`config.mk`:
```
export PLATFORM = sky130hd
export DESIGN_NAME = regfile_wb_arbiter
export DESIGN_NICKNAME = d
export VERILOG_FILES = /design/src/rtl/regfile_wb_arbiter.sv
export SDC_FILE = /design/constraint.sdc
export NUM_CORES = 1
export LEC_CHECK = 0
export ABC_AREA = 0
export CAP_MARGIN = 15
export CORE_ASPECT_RATIO = 1.25
export CORE_MARGIN = 2
export CORE_UTILIZATION = 53
export DETAILED_ROUTE_END_ITERATION = 8
export GPL_ROUTABILITY_DRIVEN = 0
export PLACE_DENSITY_LB_ADDON = 0.05
export SYNTH_ARGS = -nofsm -noshare
export SYNTH_HDL_FRONTEND = slang
export SYNTH_SLANG_ARGS = --single-unit
```
`constraint.sdc`:
```
create_clock -name clk -period 3.2 [get_ports clk]
set_input_delay 0.48 -clock clk [delete_from_list [all_inputs] [get_ports clk]]
set_output_delay 0.48 -clock clk [all_outputs]
set_load 0.01 [all_outputs]
```
`src/rtl/regfile_wb_arbiter.sv`:
```
// regfile_wb_arbiter: round-robin, age-aware arbitration of two writeback channels onto one registered regfile write port.
module regfile_wb_arbiter #(
  parameter int DATA_W = 32,
  parameter int ADDR_W = 5
) (
  input  logic                 clk,
  input  logic                 rst_n,
  input  logic                 a_valid,
  output logic                 a_ready,
  input  logic [ADDR_W-1:0]    a_addr,
  input  logic [DATA_W-1:0]    a_data,
  input  logic                 b_valid,
  output logic                 b_ready,
  input  logic [ADDR_W-1:0]    b_addr,
  input  logic [DATA_W-1:0]    b_data,
  output logic                 regWrite,
  output logic [ADDR_W-1:0]    writeReg,
  output logic [DATA_W-1:0]    writeData,
  output logic [2**ADDR_W-1:0] pending
);
  localparam int NR = 2**ADDR_W;
  logic ha_v_q, ha_v_d, hb_v_q, hb_v_d, a_older_q, a_older_d, rr_b_q, rr_b_d, we_q, we_d;
  logic [ADDR_W-1:0] ha_addr_q, ha_addr_d, hb_addr_q, hb_addr_d, wr_addr_q, wr_addr_d;
  logic [DATA_W-1:0] ha_data_q, ha_data_d, hb_data_q, hb_data_d, wr_data_q, wr_data_d;
  logic ga, gb, a_ld, b_ld;
  // same-address pairs are ordered by age; otherwise the round-robin pointer decides
  always_comb begin
    ga = ha_v_q && (!hb_v_q || ((ha_addr_q == hb_addr_q) ? a_older_q : !rr_b_q));
    gb = hb_v_q && !ga;
    a_ready = !ha_v_q || ga;
    b_ready = !hb_v_q || gb;
    a_ld = a_valid && a_ready;
    b_ld = b_valid && b_ready;
    ha_v_d = a_ld || (ha_v_q && !ga);
    hb_v_d = b_ld || (hb_v_q && !gb);
    ha_addr_d = a_ld ? a_addr : ha_addr_q;
    ha_data_d = a_ld ? a_data : ha_data_q;
    hb_addr_d = b_ld ? b_addr : hb_addr_q;
    hb_data_d = b_ld ? b_data : hb_data_q;
    a_older_d = (ha_v_q && !ga && b_ld) ? 1'b1 : a_ld ? 1'b0 : a_older_q;
    rr_b_d = ga ? 1'b1 : gb ? 1'b0 : rr_b_q;
    wr_addr_d = ga ? ha_addr_q : gb ? hb_addr_q : wr_addr_q;
    wr_data_d = ga ? ha_data_q : gb ? hb_data_q : wr_data_q;
    we_d = (ga || gb) && (wr_addr_d != '0);
  end
  always_comb begin
    pending = '0;
    for (int i = 1; i < NR; i++)
      pending[i] = (ha_v_q && ha_addr_q == ADDR_W'(i)) || (hb_v_q && hb_addr_q == ADDR_W'(i)) ||
                   (we_q && wr_addr_q == ADDR_W'(i));
  end
  always_ff @(posedge clk or negedge rst_n) begin
    if (!rst_n) begin
      ha_v_q <= 1'b0;
      hb_v_q <= 1'b0;
      a_older_q <= 1'b0;
      rr_b_q <= 1'b0;
      we_q <= 1'b0;
      ha_addr_q <= '0;
      hb_addr_q <= '0;
      wr_addr_q <= '0;
      ha_data_q <= '0;
      hb_data_q <= '0;
      wr_data_q <= '0;
    end else begin
      ha_v_q <= ha_v_d;
      hb_v_q <= hb_v_d;
      a_older_q <= a_older_d;
      rr_b_q <= rr_b_d;
      we_q <= we_d;
      ha_addr_q <= ha_addr_d;
      hb_addr_q <= hb_addr_d;
      wr_addr_q <= wr_addr_d;
      ha_data_q <= ha_data_d;
      hb_data_q <= hb_data_d;
      wr_data_q <= wr_data_d;
    end
  end
  assign regWrite = we_q;
  assign writeReg = wr_addr_q;
  assign writeData = wr_data_q;
endmodule

```
### Yosys cells after proc, flatten, opt, wreduce, memory -nomap -nowiden

Cells that the tools add are included.

| operators by class | value |
|---|---|
| add/sub/neg operators | 0 |
| multiply operators | 0 |
| div/mod/pow operators | 0 |
| magnitude comparators | 0 |
| equal/unequal tests | 94 |
| shifts and indexed selects | 0 |
| muxes and demuxes | 9 |
| bitwise logic cells | 0 |
| reduce and logical (&&, ||, !) cells | 177 |

Operators with widths:

| operator | count |
|---|---|
| 5-bit == test, second input constant | 48 |
| 5-bit by 4-bit == test with 1-bit output, second input constant | 24 |
| 1-bit logical AND | 101 |
| 1-bit logical OR | 68 |
| 32-bit two-way mux | 2 |
| 5-bit by 3-bit == test with 1-bit output, second input constant | 12 |
| 5-bit by 2-bit == test with 1-bit output, second input constant | 6 |
| 5-bit by 1-bit == test with 1-bit output, second input constant | 3 |
| 5-bit two-way mux | 2 |
| 5-bit == test | 1 |
| 1-bit logical NOT | 5 |
| 1-bit two-way mux | 5 |
| 5-bit nonzero test | 1 |
| 2-bit nonzero test | 2 |

| word-level totals | value |
|---|---|
| bits in registers | 116 |
| latch bits | 0 |
| RAM bits | 0 |
| ROM bits | 0 |
| input bits | 78 |
| output and inout bits | 72 |
| word-level logic and storage cells | 291 |
| memories kept | 0 |

### Longest topological paths before layout

| depth | value |
|---|---|
| word-level depth | 10 |
| mapped depth | 8 |
| mapped depth without buffers | 5 |

### Worst setup path after synthesis

OpenSTA, ideal clock, no wires.

| timing | value |
|---|---|
| path type | register to register |
| start | register ha_addr_q[1] |
| end | register ha_data_q[12] |
| setup time | 0.125 ns |
| arrival | 1.883 ns |
| required time | 3.075 ns |
| setup slack | 1.193 ns |
| cell stages (with the launch flop) | 9 |
| path buffers | 3 |
| period minus slack after synthesis | 2.007 ns |
| path through | dfrtp_1 buf_2 xnor2_1 and3_4 nor2_1 a211oi_1 buf_2 buf_4 mux2_2 |

| on the way | value |
|---|---|
| word-level cells in the longest chain between the ends | 6 |

RTL lines:

| element | line | source |
|---|---|---|
| start, declared | 23 | `logic [ADDR_W-1:0] ha_addr_q, ha_addr_d, hb_addr_q, hb_addr_d, wr_addr_q, wr_addr_d;` |
| start signal, assigned | 71 | `ha_addr_q <= ha_addr_d;` |
| 5-bit == test | 28 | `ga = ha_v_q && (!hb_v_q \|\| ((ha_addr_q == hb_addr_q) ? a_older_q : !rr_b_q));` |
| 1-bit two-way mux | 28 |  |
| 1-bit logical OR | 28 |  |
| 1-bit logical AND | 28 |  |
| 1-bit logical OR | 30 | `a_ready = !ha_v_q \|\| ga;` |
| 1-bit logical AND | 32 | `a_ld = a_valid && a_ready;` |
| end signal, assigned | 74 | `ha_data_q <= ha_data_d;` |
| end, declared | 24 | `logic [DATA_W-1:0] ha_data_q, ha_data_d, hb_data_q, hb_data_d, wr_data_q, wr_data_d;` |

No other way between the ends.
A chain may end at the register's enable or synchronous reset.

### Worst setup path in the final report

| timing | value |
|---|---|
| start | register ha_addr_q[2] |
| end | output a_ready |

| on the way | value |
|---|---|
| word-level cells in the longest chain between the ends | 5 |

RTL lines:

| element | line | source |
|---|---|---|
| 5-bit == test | 28 |  |
| 1-bit two-way mux | 28 |  |
| 1-bit logical OR | 28 |  |
| 1-bit logical AND | 28 |  |
| 1-bit logical OR | 30 |  |
| end, declared | 9 | `output logic a_ready,` |

No other way between the ends.

==> metrics.txt <==
run status finished, final reports clean; Synth Net Count 603; final count of hold timing violations 0; first-pass GRT wire length 23.5 mm; IO Count 150; Final period util 0.954; CTS buffer count 17; vias in the first global route 4,669; sequential-to-total area share from yosys stat 0.502; post-placement cell count 781; Peak Freq 328 MHz; RSZ-0062 raised after global routing no; post-synthesis register bit count 116; Core Area 0.0106 mm²; Finished Layout Cells 813; asr flop ratio synth 1.00; CTS tree yes; Mapped Area 0.00578 mm²; Fill cells 732; Residual DRC 0; minimum clock period 3050 ps; gr usage total 0.255; starting density of the core 0.545; Critical Path End Type output pin; Clk Tree Root Cell clkbuf_16; Die Height 121 µm; Diodes inserted 0; slew at the pin closest to its max-slew limit 785 ps; top_reg_cell synth dfrtp_1; Max VDD drop 0.000529 V; Required @ worst endpoint 2720 ps; Synth area leader dfrtp_1; die area 0.0118 mm²; worst rel slew slack 0.477; crit path launch type flip-flop; num rows 42; P_leak 3.49 nW; clk_skew 24.8 ps; initial drt markers 273; drt total wl 14.5 mm; FF-to-FF Start ha_addr_q[2]; wire per inst 17.9 µm; R2R cell count 6; CTS sink cnt 116; R2R setup slack 540 ps; Worst R2R End hb_addr_q[4]; Cell variety after synth 42; Bufs on Longest Clock Path 2; Synth Warn # 0; Chip Width 97.4 µm; largest net degree at the start of global routing 62; I/O Buffers 148; antenna-violating nets left 0; CP Buf/Inv Count 1; share of cells above drive strength 1 0.167; ranking of synthesized cells by area dfrtp_1, mux2_4, mux2_2, mux2i_1, nand2_1; hold crit path type input pin to asynchronous set/reset pin; post-route setup TNS 0 ps; cell family with most CP delay simple AND/OR/NAND/NOR gates; H-tree levels 4; power per cell area 980 mW/mm²; Clock Latency Late Sink 420 ps; Area Growth Syn to Fin 37.0%; DRT Pass-1 Iters 6; hold_ws 139 ps; Post-Syn Area per Cell 11.0 µm²; number of antenna violations at the first check in global routing 0; Layout Nets 746; Slew Viols, Final 0; grt total ovfl 0; clock slew at reported path FFs 50 ps; critical path's slowest cell dfrtp_1; EDFF count, synth 0; CP max stage delay 610 ps; DP Wirelength 10.1 mm; via count 4,622; Setup Crit Path Kind flip-flop to output pin; Final setup viols 0; cell chain of the critical path xor2_2, nor2_1, and3_4, or2_2, nand3_1, clkdlybuf4s50_1; Critical Path AT 2570 ps; Synth Instances 525; Final Core Density 0.747; max-cap violations 0; share of the synthesized area in the top cell type 0.502; Vias/cell 5.69; critical path fanouts, max 13
## placed cells by master (no fill, tap or decap), types with 3 or more instances in the layout
cell type and n:
o21ai_0 32, mux2_4 30, nor2_1 13, o21ai_1 7
nor2b_1 17, xnor2_1 3, clkbuf_1 5, a32oi_1 9
mux2_2 33, dfrtp_1 114, and3_1 6, nor3_1 9
mux2i_1 37, nand3_1 14, mux2_1 11, inv_1 5
clkdlybuf4s50_1 147, clkinv_2 4, clkbuf_16 17, nor3b_1 3
o21bai_1 3, nand2_1 97, nand2b_1 3, clkinvlp_4 3
buf_4 12, a22oi_1 19
## timing repair
action,in CTS,in global routing
setup endpoints to repair,0,2
gates resized for setup,0,3
buffers inserted,0,0
hold buffers,0,0
## cells by family (layout without fill, tap and decap cells)
group	count (synthesis)	after routing	share of synthesized area
compound gates	82	82	0.0934
xor+xnor	5	5	0.00757
buf+inv	41	197	0.0359
flops	116	116	0.502
mux	111	111	0.228
other cells	1	1	0.000648
simple gates	169	169	0.133
## registers in the layout, summed over array words and instances (netlist names)
register	cells
rr_b_q	1
hb_addr_q	5
writeReg	5
ha_v_q	1
hb_v_q	1
regWrite	1
hb_data_q	32
a_older_q	1
writeData	32
ha_data_q	32
ha_addr_q	5
## how the worst max path moves through the flow
stage	from	endpoint	slack [ps]	cells after the start
floorplan	ha_addr_q[1]	ha_data_q[12]	1190	8
global placement	ha_addr_q[2]	a_ready	560	6
detailed placement	ha_addr_q[3]	hb_data_q[9]	460	6
CTS	ha_addr_q[3]	a_ready	40	6
global route	ha_addr_q[2]	a_ready	20	6
finish	ha_addr_q[2]	a_ready	150	6
## layout make-up
class                      instances  area, µm²  area share
clock buffer                      23        458      0.0578
clock inverter                     9       81.3      0.0103
inverter                           5       18.8     0.00237
multi-input combinational        368       2720       0.343
sequential                       116       2910       0.367
tap                              132        165      0.0208
timing repair buffer             160       1580       0.200
## routing by layer
metal | vias up | global-route usage | routed length, µm
met5 | - | 0 | 0
met3 | 33 | 0.0728 | 923
met1 | 2261 | 0.310 | 5760
met2 | 201 | 0.429 | 7470
met4 | 0 | 0.101 | 367
li1 | 2127 | - | -
## synth_stat cells, types with 5 or more instances
library cell  count
dfrtp_1         116
nand2_1          97
mux2i_1          37
mux2_2           33
o21ai_0          32
mux2_4           30
a22oi_1          19
clkbuf_1         18
nor2b_1          17
nand3_1          14
nor2_1           13
mux2_1           11
buf_2            10
a32oi_1           9
nor3_1            9
o21ai_1           7
and3_1            6
inv_1             5
## power by group
part,leakage (nW),internal [W],total [W],switching (W)
sequential,1.36,0.00215,0.00272,0.000571
clock,0.257,0.00108,0.00170,0.000623
combinational,1.87,0.00174,0.00335,0.00161
total,3.49,0.00497,0.00777,0.00280
## metrics by stage
| step | cell area (µm²) | worst slack (ps) | power, W |
|---|---|---|---|
| finish | 7930 | 149 | 0.00777 |
| global route | 7930 | 23.6 | 0.00825 |
| CTS | 7910 | 39.1 | 0.00780 |
| detailed placement | 7370 | 462 | 0.00604 |
| global placement | 7370 | 558 | 0.00592 |
| floorplan | 5780 | 1190 | 0.00465 |
Note: power is estimated with default switching activity, not from simulation.
